===== config.mk =====
export PLATFORM = sky130hd
export DESIGN_NAME = adpll_phase_detector
export DESIGN_NICKNAME = d
export VERILOG_FILES = /design/src/rtl/adpll_pkg.sv /design/src/rtl/adpll_sync_edge.sv /design/src/rtl/adpll_phase_detector.sv
export SDC_FILE = /design/constraint.sdc
export NUM_CORES = 1
export LEC_CHECK = 0
export CORE_UTILIZATION = 40
export CTS_BUF_LIST = sky130_fd_sc_hd__clkbuf_8
export DETAILED_ROUTE_END_ITERATION = 10
export GPL_TIMING_DRIVEN = 0
export PLACE_DENSITY = 0.67
export SYNTH_ARGS = -nofsm -noshare
export SYNTH_HDL_FRONTEND = slang
export SYNTH_SLANG_ARGS = --single-unit
export TNS_END_PERCENT = 5

===== constraint.sdc =====
create_clock -name clk -period 2 [get_ports clk]
set_input_delay 0.4 -clock clk [delete_from_list [all_inputs] [get_ports clk]]
set_output_delay 0.4 -clock clk [all_outputs]
set_load 0.005 [all_outputs]

===== src/rtl/adpll_pkg.sv =====
// Shared types and helpers for the ADPLL phase/frequency detector front end.
// Holds the comparison FSM state encoding, the default error width and the saturation limit.
package adpll_pkg;

    typedef enum logic [1:0] {
        IDLE     = 2'd0,
        REF_LEAD = 2'd1,
        FB_LEAD  = 2'd2
    } pd_state_e;

    localparam int ADPLL_ERR_W = 12;

    // Largest magnitude representable by a signed error of err_w bits.
    function automatic int err_sat_limit(input int err_w);
        return int'((32'sd1 <<< (err_w - 32'sd1)) - 32'sd1);
    endfunction

endpackage


===== src/rtl/adpll_sync_edge.sv =====
// Multi-stage synchroniser for one asynchronous input followed by a rising-edge detector.
// The edge_pulse output is high for exactly one clk cycle per synchronised rising edge.
module adpll_sync_edge
    import adpll_pkg::*;
#(
    parameter int SYNC_STAGES = 2
) (
    input  logic clk,
    input  logic reset,
    input  logic async_in,
    output logic edge_pulse
);

    logic [SYNC_STAGES-1:0] sync_r;
    logic                   edge_r;

    // Synchroniser chain plus previous-value register for edge detection.
    always_ff @(posedge clk or negedge reset) begin
        if (!reset) begin
            sync_r <= '0;
            edge_r <= 1'b0;
        end else begin
            sync_r <= {sync_r[SYNC_STAGES-2:0], async_in};
            edge_r <= sync_r[SYNC_STAGES-1];
        end
    end

    assign edge_pulse = sync_r[SYNC_STAGES-1] & ~edge_r;

endmodule


===== src/rtl/adpll_phase_detector.sv =====
// ADPLL phase/frequency detector: measures signed lead/lag between ref and feedback edges
// in clk cycles, with slip/timeout saturation. Optional lock detector under ADPLL_PD_LOCK_DET_EN.
module adpll_phase_detector
    import adpll_pkg::*;
#(
    parameter int ERR_W       = ADPLL_ERR_W,
    parameter int SYNC_STAGES = 2,
    parameter int LOCK_TOL    = 2,
    parameter int LOCK_CNT    = 8
) (
    input  logic                    clk,
    input  logic                    reset,
    input  logic                    ref_signal,
    input  logic                    feedback_signal,
    output logic signed [ERR_W-1:0] phase_err,
    output logic                    err_valid,
    output logic                    err_sat,
    output logic                    up,
    output logic                    dn,
    output logic                    locked
);

    localparam int CNT_W = ERR_W - 1;
    localparam logic [CNT_W-1:0]        CNT_MAX     = CNT_W'(err_sat_limit(ERR_W));
    localparam logic signed [ERR_W-1:0] ERR_POS_SAT = ERR_W'(err_sat_limit(ERR_W));
    localparam logic signed [ERR_W-1:0] ERR_NEG_SAT = -ERR_POS_SAT;

    logic                    ref_p_s;
    logic                    fb_p_s;
    pd_state_e               state_r;
    pd_state_e               state_nxt_s;
    logic [CNT_W-1:0]        cnt_r;
    logic [CNT_W-1:0]        cnt_nxt_s;
    logic                    emit_s;
    logic signed [ERR_W-1:0] emit_err_s;
    logic                    emit_sat_s;
    logic signed [ERR_W-1:0] phase_err_r;
    logic                    err_valid_r;
    logic                    err_sat_r;
    logic                    up_r;
    logic                    dn_r;

    adpll_sync_edge #(.SYNC_STAGES(SYNC_STAGES)) u_ref_sync (
        .clk        (clk),
        .reset      (reset),
        .async_in   (ref_signal),
        .edge_pulse (ref_p_s)
    );

    adpll_sync_edge #(.SYNC_STAGES(SYNC_STAGES)) u_fb_sync (
        .clk        (clk),
        .reset      (reset),
        .async_in   (feedback_signal),
        .edge_pulse (fb_p_s)
    );

    // Comparison FSM: next state, cycle counter and error sample to emit.
    always_comb begin
        state_nxt_s = state_r;
        cnt_nxt_s   = cnt_r;
        emit_s      = 1'b0;
        emit_err_s  = '0;
        emit_sat_s  = 1'b0;
        case (state_r)
            IDLE: begin
                if (ref_p_s && fb_p_s) begin
                    emit_s = 1'b1;
                end else if (ref_p_s) begin
                    state_nxt_s = REF_LEAD;
                    cnt_nxt_s   = CNT_W'(1'b1);
                end else if (fb_p_s) begin
                    state_nxt_s = FB_LEAD;
                    cnt_nxt_s   = CNT_W'(1'b1);
                end else begin
                    cnt_nxt_s   = '0;
                end
            end
            REF_LEAD: begin
                // Lag edge wins over a simultaneous repeat of the lead edge.
                if (fb_p_s) begin
                    emit_s      = 1'b1;
                    emit_err_s  = $signed({1'b0, cnt_r});
                    state_nxt_s = IDLE;
                    cnt_nxt_s   = '0;
                end else if (ref_p_s) begin
                    emit_s      = 1'b1;
                    emit_err_s  = ERR_POS_SAT;
                    emit_sat_s  = 1'b1;
                    cnt_nxt_s   = CNT_W'(1'b1);
                end else if (cnt_r == CNT_MAX) begin
                    emit_s      = 1'b1;
                    emit_err_s  = ERR_POS_SAT;
                    emit_sat_s  = 1'b1;
                    state_nxt_s = IDLE;
                    cnt_nxt_s   = '0;
                end else begin
                    cnt_nxt_s   = cnt_r + CNT_W'(1'b1);
                end
            end
            FB_LEAD: begin
                if (ref_p_s) begin
                    emit_s      = 1'b1;
                    emit_err_s  = -$signed({1'b0, cnt_r});
                    state_nxt_s = IDLE;
                    cnt_nxt_s   = '0;
                end else if (fb_p_s) begin
                    emit_s      = 1'b1;
                    emit_err_s  = ERR_NEG_SAT;
                    emit_sat_s  = 1'b1;
                    cnt_nxt_s   = CNT_W'(1'b1);
                end else if (cnt_r == CNT_MAX) begin
                    emit_s      = 1'b1;
                    emit_err_s  = ERR_NEG_SAT;
                    emit_sat_s  = 1'b1;
                    state_nxt_s = IDLE;
                    cnt_nxt_s   = '0;
                end else begin
                    cnt_nxt_s   = cnt_r + CNT_W'(1'b1);
                end
            end
            default: begin
                state_nxt_s = IDLE;
                cnt_nxt_s   = '0;
            end
        endcase
    end

    // State, counter and registered outputs; phase_err holds between strobes.
    always_ff @(posedge clk or negedge reset) begin
        if (!reset) begin
            state_r     <= IDLE;
            cnt_r       <= '0;
            phase_err_r <= '0;
            err_valid_r <= 1'b0;
            err_sat_r   <= 1'b0;
            up_r        <= 1'b0;
            dn_r        <= 1'b0;
        end else begin
            state_r     <= state_nxt_s;
            cnt_r       <= cnt_nxt_s;
            err_valid_r <= emit_s;
            err_sat_r   <= emit_sat_s;
            up_r        <= (state_nxt_s == REF_LEAD);
            dn_r        <= (state_nxt_s == FB_LEAD);
            if (emit_s) begin
                phase_err_r <= emit_err_s;
            end
        end
    end

    assign phase_err = phase_err_r;
    assign err_valid = err_valid_r;
    assign err_sat   = err_sat_r;
    assign up        = up_r;
    assign dn        = dn_r;

`ifdef ADPLL_PD_LOCK_DET_EN
    localparam int STREAK_W = $clog2(LOCK_CNT + 1);

    logic [STREAK_W-1:0] streak_r;
    logic                locked_r;
    logic [ERR_W-1:0]    err_abs_s;
    logic                in_tol_s;

    // Magnitude of the current sample and its tolerance qualification.
    always_comb begin
        err_abs_s = phase_err_r[ERR_W-1] ? ERR_W'(-phase_err_r) : ERR_W'(phase_err_r);
        in_tol_s  = !err_sat_r && (err_abs_s <= ERR_W'(LOCK_TOL));
    end

    // Streak of consecutive in-tolerance samples driving the lock flag.
    always_ff @(posedge clk or negedge reset) begin
        if (!reset) begin
            streak_r <= '0;
            locked_r <= 1'b0;
        end else if (err_valid_r) begin
            if (in_tol_s) begin
                if (streak_r != STREAK_W'(LOCK_CNT)) begin
                    streak_r <= streak_r + STREAK_W'(1'b1);
                end
                locked_r <= (streak_r >= STREAK_W'(LOCK_CNT - 1));
            end else begin
                streak_r <= '0;
                locked_r <= 1'b0;
            end
        end
    end

    assign locked = locked_r;
`else
    assign locked = 1'b0;
`endif

endmodule


==> impl_summary.txt <==
----------------------------------------------------
[Run status]
  Outcome ... completed

[STA]
  Count of final setup violators ... 0
  Unrepaired setup endpoints after global routing ... true
  Hold Fails Final Rpt ... 0
  Crit path setup slack, layout ... 41.1 ps
  Final number of max-transition violations ... 0
  Worst Clk Skew ... 3.09 ps
  Achievable Freq ... a little over 500 MHz
  Slew at the pin with the worst max-slew slack ... 767 ps
  Share of the cycle needed by the critical path after routing ... 97.9%
  Final min period ... 1960 ps
  Worst slew margin relative to its limit ... 48.9%

[Floorplan]
  Die boundary width ... just over 70 um
  Core area ... 4500 um2
  Area of the die ... around 5100 um2
  Placement Rows ... 24
  Initial core utilization ... 43.1%
  Height of the chip ... 71.6 um
  IO Pins ... 21

[Hold path]
  HP Class ... input pin to asynchronous set/reset pin

[Critical path]
  Worst-path fanout max ... 10
  Startpoint of the worst register-to-register path ... state_r[1]
  Type of the setup path with the least slack ... register to register
  R2R setup slack ... 40 ps
  Req. time, crit path ... 2170 ps
  Cells on worst reg2reg path ... 6
  Endpoint arrival time on the critical path ... roughly 2100 ps
  Reg-to-reg endpoint ... phase_err[2]
  Kind of end point of the critical path ... register
  Startpoint Class ... register

[Power]
  Overall power ... 2.39 mW
  Total power per unit cell area ... 1030 nW/um2
  Static Leak ... between 1 and 1.5 nW
  Maximum resistive drop on vdd ... 0.391 mV

[Synth]
  Leading cell types by total area after synthesis ... dfrtp_1 45%, a22o_1 5.9%, ha_1 3.9%
  Top cell types by occurrence after synthesis ... 35 x dfrtp_1, 20 x nor2_1, 13 x a22o_1, 12 x nand3_1, 12 x o21ai_0
  Leading cell type by number of instances after synthesis ... dfrtp_1
  Proportion of synthesized flip-flops having asynchronous set or reset ... 100%
  Count of flip-flops with a built-in enable after synthesis ... 0
  Post-synth top flop ... dfrtp_1
  Post-synth top area cell ... dfrtp_1
  Fraction of post-synthesis cell area in the top cell type by area ... between 40% and 50%
  Nets in the synthesized netlist ... 213
  Syn Std Cell Area ... 1940 um2
  Sequential cell area fraction in the yosys report ... 45.2%
  Post-synthesis area per instance ... 9.55 um2
  #FFs+latches synth ... 35
  Cell variety after synth ... 44
  Count of yosys warnings during synthesis ... 0
  Synthesized instance count ... ~200

[GRT]
  Pin count of the biggest net entering global routing ... 36
  Initial antenna violation count ... 0
  Remaining Overflow, GRT ... 0
  Via count of the first global-routing pass ... roughly 1500
  Tot GR Track Use ... 17.2%
  Global-route wire length before repair ... 6830 um

[Drt]
  Vias post-DR ... 1568
  Final routed wire length divided by cell count ... between 10 and 15 um
  Wire length reported by the detailed router ... 3960 um
  Drt initial violations ... 130
  Vias per inst ... 5.60
  DRC violation count after routing ... 0
  Post-route ant nets ... 0
  Detailed Routing Iterations Pass 1 ... 4

[Final layout]
  Growth of design area from synthesis to finish ... 19.2%
  Diode count ... 0
  Fill cell total of the finished layout ... 418
  Final Non-Filler Cells ... 280
  Fraction of layout instances using a drive strength above 1 ... 14.9%
  Count of nets after finishing ... roughly 240

[CTS]
  Clock tree root driver cell ... clkbuf_8
  Hold-fix buffers, CTS ... 0
  Clock slew at the register clock pins of the worst setup and hold paths ... 60 ps
  Deepest clock path buffer count ... 2
  CTS tree ... yes
  Number of buffers inserted during clock tree synthesis ... 5
  Worst-Skew Late Latency ... 280 ps
  Clock Sinks ... 35
  H-tree depth ... 2

[Placed design]
  Post-Place Setup Slack ... -91.6 ps
  GPL Wtd Cong ... 0.839
  Half-perimeter wire length after placement ... 2830 um
  Cells after DPL ... 274
  IO buf count ... 19

[Job]
  Maximum capacitance violations ... 0

----------------------------------------------------
==> layout make-up <==
class	instances	area, um2	share of cell area [%]
tap	52	65.1	2.81
buffer	13	77.6	3.35
timing repair buffer	21	200	8.66
multi-input combinational	148	1000	43.2
inverter	5	18.8	0.812
clock buffer	5	68.8	2.98
sequential	35	878	38.0
clock inverter	1	3.75	0.162
==> layer usage <==
layer / global-route usage (%) / wire [um]
met2: 28.0 / 1830
met1: 22.3 / 1910
met3: 4.64 / 190
met4: 5.45 / 32
met5: 0 / 0
==> report_power, final <==
part | internal, mW | switching (mW)
sequential | 0.827 | 0.0863
clock | 0.226 | 0.224
combinational | 0.505 | 0.519
==> worst max-delay path: stages (launching register included) <==
cell,delay (ps)
dfrtp_1,420
inv_1,140
ha_2,290
nand3_2,150
a221o_1,390
buf_2,210
a22o_1,240
==> metrics by stage <==
step	utilization, %	hold slack [ps]	setup TNS (ps)	instance area [um2]
2_1_floorplan	-	104	0	1940
6_report	51.3	193	0	2310
3_5_place_dp	48.6	337	-850	2190
3_3_place_gp	48.7	332	-8710	2190
4_1_cts	50.6	220	0	2280
5_1_grt	51.3	259	-404	2310
==> cells by family (layout without fill, tap and decap cells) <==
group	count (synthesis)	count (layout)	share of synthesized area [%]
AND/OR/NAND/NOR	72	72	19.6
flip-flops	35	35	45.2
other	1	1	0.193
AO/OA/AOI/OAI	54	54	19.3
adder cells (fa/ha/maj)	6	6	3.87
XOR/XNOR	15	15	6.77
buffers and inverters	20	45	5.10
==> what timing repair did <==
action | CTS | global route
hold endpoints to repair | 0 | 0
setup endpoints to repair | 12 | 21
resized for setup | 5 | 10
pin swaps | 2 | 0
gates cloned | 0 | 0
setup buffers | 2 | 0
==> registers in the layout, indices dropped and copies added, names as in the netlist <==
signal             flops
dn                     1
u_ref_sync.edge_r      1
u_fb_sync.edge_r       1
up                     1
u_fb_sync.sync_r       2
cnt_r                 11
state_r                2
u_ref_sync.sync_r      2
err_valid              1
phase_err             12
err_sat                1
==> how the worst max path moves through the flow <==
stage               start      endpoint  depth (start not counted)
3_3_place_gp        reset      cnt_r[8]                          1
3_5_place_dp     cnt_r[1]  phase_err[2]                          6
4_1_cts          cnt_r[1]  phase_err[2]                          6
2_1_floorplan    cnt_r[1]  phase_err[3]                          6
6_report       state_r[1]  phase_err[2]                          6
5_1_grt        state_r[1]  phase_err[9]                          6
==> cells in the final DEF, fill, tap and decap left out, types with 2 or more instances in the layout <==
cell             count
nor2b_1              3
ha_1                 2
nor3_1               5
and3_1               3
nand3_1             11
clkbuf_1             3
dfrtp_2              2
clkbuf_2             2
nor2_1              20
o22ai_1              9
ha_2                 3
o211ai_1             2
and2_4               2
o21ai_0             12
inv_1                5
buf_4                6
xnor2_1              8
buf_2                4
clkdlybuf4s50_1     18
clkbuf_8             5
dfrtp_1             33
a22o_1              13
a21oi_1              8
and2_1               4
nand2b_1             2
nand2_1             10
xor2_1               7
nand4_1              2
(Power assumes the default switching activity.)
